--- src/rtl/arb_pkg.sv ---
// Shared types and helpers for the round-robin datapath arbiter (mux_rr_arbiter).
package arb_pkg;

    localparam int NREQ = 4;

    typedef logic [1:0] idx_t;

    typedef enum logic {
        IDLE  = 1'b0,
        GRANT = 1'b1
    } arb_state_t;

    // First set bit of req searching ptr, ptr+1, ptr+2, ptr+3 (wrapping).
    // Returns ptr when req is empty; callers only use the result when |req.
    function automatic idx_t rr_pick(logic [3:0] req, idx_t ptr);
        idx_t idx;
        rr_pick = ptr;
        for (int k = NREQ - 1; k >= 0; k--) begin
            idx = ptr + idx_t'(k);
            if (req[idx]) rr_pick = idx;
        end
    endfunction

    function automatic logic [3:0] onehot(idx_t i);
        onehot = 4'b0001 << i;
    endfunction

endpackage

--- src/rtl/mux_rr_arbiter_mux.sv ---
// mux_4NtoN: combinational N-bit 4:1 mux with enable and active-low clear, no added latency.
module mux_4NtoN #(
    parameter int N = 24
) (
    input  logic [1:0]   S,
    input  logic [N-1:0] I0,
    input  logic [N-1:0] I1,
    input  logic [N-1:0] I2,
    input  logic [N-1:0] I3,
    input  logic         en,
    input  logic         rst,
    output logic [N-1:0] Y
);

    always_comb begin
        Y = '0;
        if (en && rst) begin
            unique case (S)
                2'd0: Y = I0;
                2'd1: Y = I1;
                2'd2: Y = I2;
                default: Y = I3;
            endcase
        end
    end

endmodule

--- src/rtl/mux_rr_arbiter.sv ---
// Round-robin arbiter sharing one mux_4NtoN among 4 requesters, valid/ready output.
// Optional burst locking is compiled in with `define ARB_LOCK_EN.
module mux_rr_arbiter
    import arb_pkg::*;
#(
    parameter int N         = 24,
    parameter int MAX_BURST = 4
) (
    input  logic         clk,
    input  logic         rst,
    input  logic         en,
    input  logic [3:0]   req,
    input  logic [N-1:0] d0,
    input  logic [N-1:0] d1,
    input  logic [N-1:0] d2,
    input  logic [N-1:0] d3,
`ifdef ARB_LOCK_EN
    input  logic [3:0]   lock,
`endif
    output logic [3:0]   gnt,
    output logic [3:0]   ack,
    output logic         out_valid,
    input  logic         out_ready,
    output logic [N-1:0] out_data,
    output arb_state_t   dbg_state
);

    // Handshake: a word transfers in every cycle where out_valid & out_ready;
    // out_valid, gnt and out_data stay stable until that happens (or an abort).

    if (MAX_BURST < 1) begin : g_bad_max_burst
    end

    arb_state_t r_state;
    logic [3:0] r_gnt;
    idx_t       r_sel;
    idx_t       r_ptr;
    logic       r_valid;

    logic       w_accept;
    logic       w_abort;
    logic       w_hold_lock;
    logic [3:0] w_others;
    logic [3:0] w_req_nxt;
    idx_t       w_next_ptr;
    idx_t       w_pick_idle;
    idx_t       w_pick_rot;

`ifdef ARB_LOCK_EN
    localparam int BW = (MAX_BURST > 1) ? $clog2(MAX_BURST) : 1;
    localparam logic [BW-1:0] BURST_LAST = BW'(MAX_BURST - 1);
    logic [BW-1:0] r_burst;
`endif

    always_comb begin
        w_accept    = (r_state == GRANT) && out_ready;
        w_abort     = (r_state == GRANT) && !out_ready && !req[r_sel];
        w_next_ptr  = r_sel + 2'd1;
        w_others    = req & ~onehot(r_sel);
        // The served requester drops out of the next pick unless nobody else is asking.
        w_req_nxt   = (w_others != 4'b0000) ? w_others : req;
`ifdef ARB_LOCK_EN
        if (lock[r_sel]) w_req_nxt = req;
        w_hold_lock = w_accept && lock[r_sel] && req[r_sel] && (r_burst < BURST_LAST);
`else
        w_hold_lock = 1'b0;
`endif
        w_pick_idle = rr_pick(req, r_ptr);
        w_pick_rot  = rr_pick(w_req_nxt, w_next_ptr);
    end

    always_ff @(posedge clk or negedge rst) begin
        if (!rst) begin
            r_state <= IDLE;
            r_gnt   <= 4'b0000;
            r_sel   <= 2'd0;
            r_ptr   <= 2'd0;
            r_valid <= 1'b0;
`ifdef ARB_LOCK_EN
            r_burst <= '0;
`endif
        end else begin
            unique case (r_state)
                IDLE: begin
                    if (en && (req != 4'b0000)) begin
                        r_state <= GRANT;
                        r_sel   <= w_pick_idle;
                        r_gnt   <= onehot(w_pick_idle);
                        r_valid <= 1'b1;
                    end
                end
                GRANT: begin
                    if (w_hold_lock) begin
`ifdef ARB_LOCK_EN
                        r_burst <= r_burst + 1'b1;
`endif
                    end else if (w_accept || w_abort) begin
`ifdef ARB_LOCK_EN
                        r_burst <= '0;
`endif
                        r_ptr <= w_next_ptr;
                        if (en && (w_req_nxt != 4'b0000)) begin
                            r_sel <= w_pick_rot;
                            r_gnt <= onehot(w_pick_rot);
                        end else begin
                            r_state <= IDLE;
                            r_gnt   <= 4'b0000;
                            r_valid <= 1'b0;
                        end
                    end
                end
                default: r_state <= IDLE;
            endcase
        end
    end

    mux_4NtoN #(.N(N)) u_mux (
        .S   (r_sel),
        .I0  (d0),
        .I1  (d1),
        .I2  (d2),
        .I3  (d3),
        .en  (1'b1),
        .rst (1'b1),
        .Y   (out_data)
    );

    assign gnt       = r_gnt;
    assign ack       = r_gnt & {4{out_ready}};
    assign out_valid = r_valid;
    assign dbg_state = r_state;

endmodule

--- config.mk ---
export PLATFORM = sky130hd
export DESIGN_NAME = mux_rr_arbiter
export DESIGN_NICKNAME = d
export VERILOG_FILES = /design/src/rtl/arb_pkg.sv /design/src/rtl/mux_rr_arbiter_mux.sv /design/src/rtl/mux_rr_arbiter.sv
export SDC_FILE = /design/constraint.sdc
export NUM_CORES = 1
export LEC_CHECK = 0
export CORE_MARGIN = 3
export CORE_UTILIZATION = 32
export DETAILED_ROUTE_END_ITERATION = 8
export PLACE_DENSITY = 0.92
export SLEW_MARGIN = 10
export SYNTH_ARGS = -nofsm -noshare
export SYNTH_HDL_FRONTEND = slang
export SYNTH_SLANG_ARGS = --single-unit
--- constraint.sdc ---
create_clock -name clk -period 3.45 [get_ports clk]
set_input_delay 0.69 -clock clk [delete_from_list [all_inputs] [get_ports clk]]
set_output_delay 0.69 -clock clk [all_outputs]
set_load 0.02 [all_outputs]
==> flow_summary.json <==
{
  "power.density_nw_per_um2": 756,
  "cts_max_level": 1,
  "critPathLaunchType": "register",
  "grt_pass1_wl_microns": 9230,
  "fin_util_pct": 66.5,
  "syn_to_final_growth_pct": 93.6,
  "path_class": "reg -> out",
  "dp_hpwl_microns": 5240,
  "min_to": "gnt[3]",
  "synth_cell_type_count": 44,
  "syn_nets": 306,
  "crit_buf_inv": 3,
  "die_area_sq_um": 5740,
  "fmax_mhz": 307,
  "cts-resized-gates": 0,
  "synth-adder-area-share_pct": 3.22,
  "path_clk_slew_ns": 0.04,
  "min_period_ns": 3.26,
  "ioPinCount": 138,
  "vias": 2114,
  "synth_area_leaders": "dfrtp_1 (16%), a222oi_1 (15%), mux2i_1 (15%)",
  "cts-buffers-inserted": 3,
  "synth_flop_cell": "dfrtp_1",
  "report.final.setup_viol": 0,
  "rsz0062_at_grt": "false",
  "reg2reg_from": "r_sel[0]",
  "fin_crit_sh_pct": 94.5,
  "antenna_found_initial": 0,
  "drc": 0,
  "crit_chain": "inv_1, ha_1, buf_4, a222oi_1, mux2i_1, clkdlybuf4s50_1",
  "status": "finished, final reports clean",
  "p_leak_nw": 1.24,
  "max-slew-margin-rel_pct": 63.2,
  "rr_endpoint": "gnt[2]",
  "cts-root-buf": "clkbuf_8",
  "crit_required_ns": 2.76,
  "antenna_cells": 0,
  "initial_core_util_pct": 34.3,
  "clockBufferDepth": 2,
  "drtIter0Drc": 117,
  "ys_ff_latch": 10,
  "crit_family": "buffers and inverters",
  "cts_setup_buffers": 0,
  "crit_path_end_kind": "output port",
  "grt_max_degree": 22,
  "place.port_buffers": 137,
  "synth_top_family_by_area": "compound AO/OA/AOI/OAI gates",
  "setup_tns_ns": 0,
  "yosys_warnings": 0,
  "min-delay-start": "gnt[3]",
  "syn_inst": 198,
  "rrSetupSlack_ns": 0.80,
  "dr.pass1.iters": 5,
  "grt_pass1_vias": 2029,
  "cts.sinks": 10,
  "wire_per_inst_microns": 16.4,
  "viasPerCell": 5.39,
  "hold_violations": 0,
  "synth-edff-count": 0,
  "antenna_left": 0,
  "avgSynthCellArea_sq_um": 7.86,
  "crit_start": "r_sel[0]",
  "routed_wl_microns": 6440,
  "grtUsageTotal_pct": 20.1,
  "r2r_cells": 9,
  "fill_cells": 352,
  "maxSlewViolCount": 0,
  "worstMarginPinSlew_ns": 0.547,
  "yosysTopAreaCell": "dfrtp_1",
  "worstPathArrival_ns": 2.57,
  "die_x_microns": 75.7,
  "synthDominantCellAreaShare_pct": 16.1,
  "synth_most_common_cell": "inv_1",
  "final_layout_size_suffix_gt1_share_pct": 6.42,
  "yosys.area_share.simple_pct": 15.7,
  "synth_xor_xnor_area_share_pct": 0,
  "nNetsFinal": 437,
  "crit_fanout": 15,
  "synth_common_cells": "inv_1 (30), a222oi_1 (24), mux2i_1 (24)",
  "synthArstFlopShare_pct": 100,
  "slowest_delay_ns": 0.56,
  "min-delay-path-class": "reg -> reg",
  "min_path_cells": 2,
  "fin_skew_ns": 0.00100,
  "die_h_microns": 75.7,
  "insertion_delay_ns": 0.23,
  "cap_violations": 0,
  "cts_tree": "built",
  "synth_mux_area_share_pct": 17.6,
  "rows": 24,
  "synth-compound-area-share_pct": 34.0,
  "coreArea_sq_um": 4530,
  "gp_congestion": 0.899,
  "overflow": 0,
  "netlist_area_sq_um": 1560,
  "hold_buffers": 0,
  "peakVddDrop_v": 0.000514,
  "slowest_stage": "clkdlybuf4s50_1",
  "seq_area_frac_synth_pct": 16.1
}
-- cell families (layout without fill, tap and decap cells) --
group	after synthesis	in the layout
AO/OA/AOI/OAI	64	64
adder cells (fa/ha/maj)	4	4
buffers and inverters	49	178
flip-flops	10	10
multiplexers	26	26
AND/OR/NAND/NOR	45	45
-- state kept, by name, summed over array words and instances (netlist names) --
register and cells:
gnt 4, r_ptr 2, r_sel 2, dbg_state 1, out_valid 1
-- how the worst max path moves through the flow --
stage                         to  cells past startpoint
floorplan           out_data[11]                      7
global placement          gnt[2]                      7
detailed placement   out_data[5]                      6
CTS                  out_data[5]                      6
global route         out_data[5]                      6
finish               out_data[5]                      6
-- power by group --
| part | internal [mW] | total (mW) | switching [mW] |
|---|---|---|---|
| clock network | 0.0761 | 0.118 | 0.0424 |
| registers | 0.167 | 0.225 | 0.0585 |
| logic | 0.947 | 1.93 | 0.987 |
| total | 1.19 | 2.28 | 1.09 |
-- metal layers --
metal  wire (microns)  part of all wire, %  up-vias  global-route usage (%)
met2             3280                   51      110                    36.7
met1             2480                   39      982                    24.7
li1                 -                    -     1018                       -
met5                0                    0        -                       0
met3              640                  9.9        4                    4.09
met4               30                 0.47        0                    2.72
-- per-stage QoR --
step	power, mW	area, sq um	worst slack, ns	hold WS [ns]	instances
5_1_grt	2.43	3010	0.0506	0.562	392
6_report	2.28	3010	0.189	0.517	392
4_1_cts	2.28	3010	0.186	0.516	392
2_1_floorplan	1.37	1560	1.01	0.394	198
3_5_place_dp	2.16	2970	0.432	0.506	389
3_3_place_gp	2.11	2970	0.555	0.499	389
-- worst min-delay path: stages (launching register included) --
cell and delay (ns):
dfrtp_1 0.36, nand2_1 0.06, o221ai_1 0.06
-- cell usage in the layout (no fill, tap or decap), types with 2 or more instances in the layout --
master,n
o221ai_1,3
a21oi_1,6
a221o_1,2
a31oi_1,3
and2_1,5
o21ai_0,11
inv_1,30
a222oi_1,24
clkbuf_8,3
nor2b_4,2
nand2b_1,4
dfrtp_1,10
nor2_1,11
nor2b_1,4
nand3_1,3
a22oi_1,2
mux2i_1,24
ha_1,4
buf_4,8
clkdlybuf4s50_1,137
nand2_1,10
-- cell type report --
| class | instances | area (sq um) | share of cell area, % |
|---|---|---|---|
| sequential | 10 | 250 | 8.30 |
| tap | 65 | 81.3 | 2.70 |
| timing repair buffer | 145 | 1430 | 47.5 |
| inverter | 30 | 113 | 3.74 |
| multi-input combinational | 139 | 1100 | 36.4 |
| clock buffer | 3 | 41.3 | 1.37 |
Note: power is estimated with default switching activity, not from simulation.
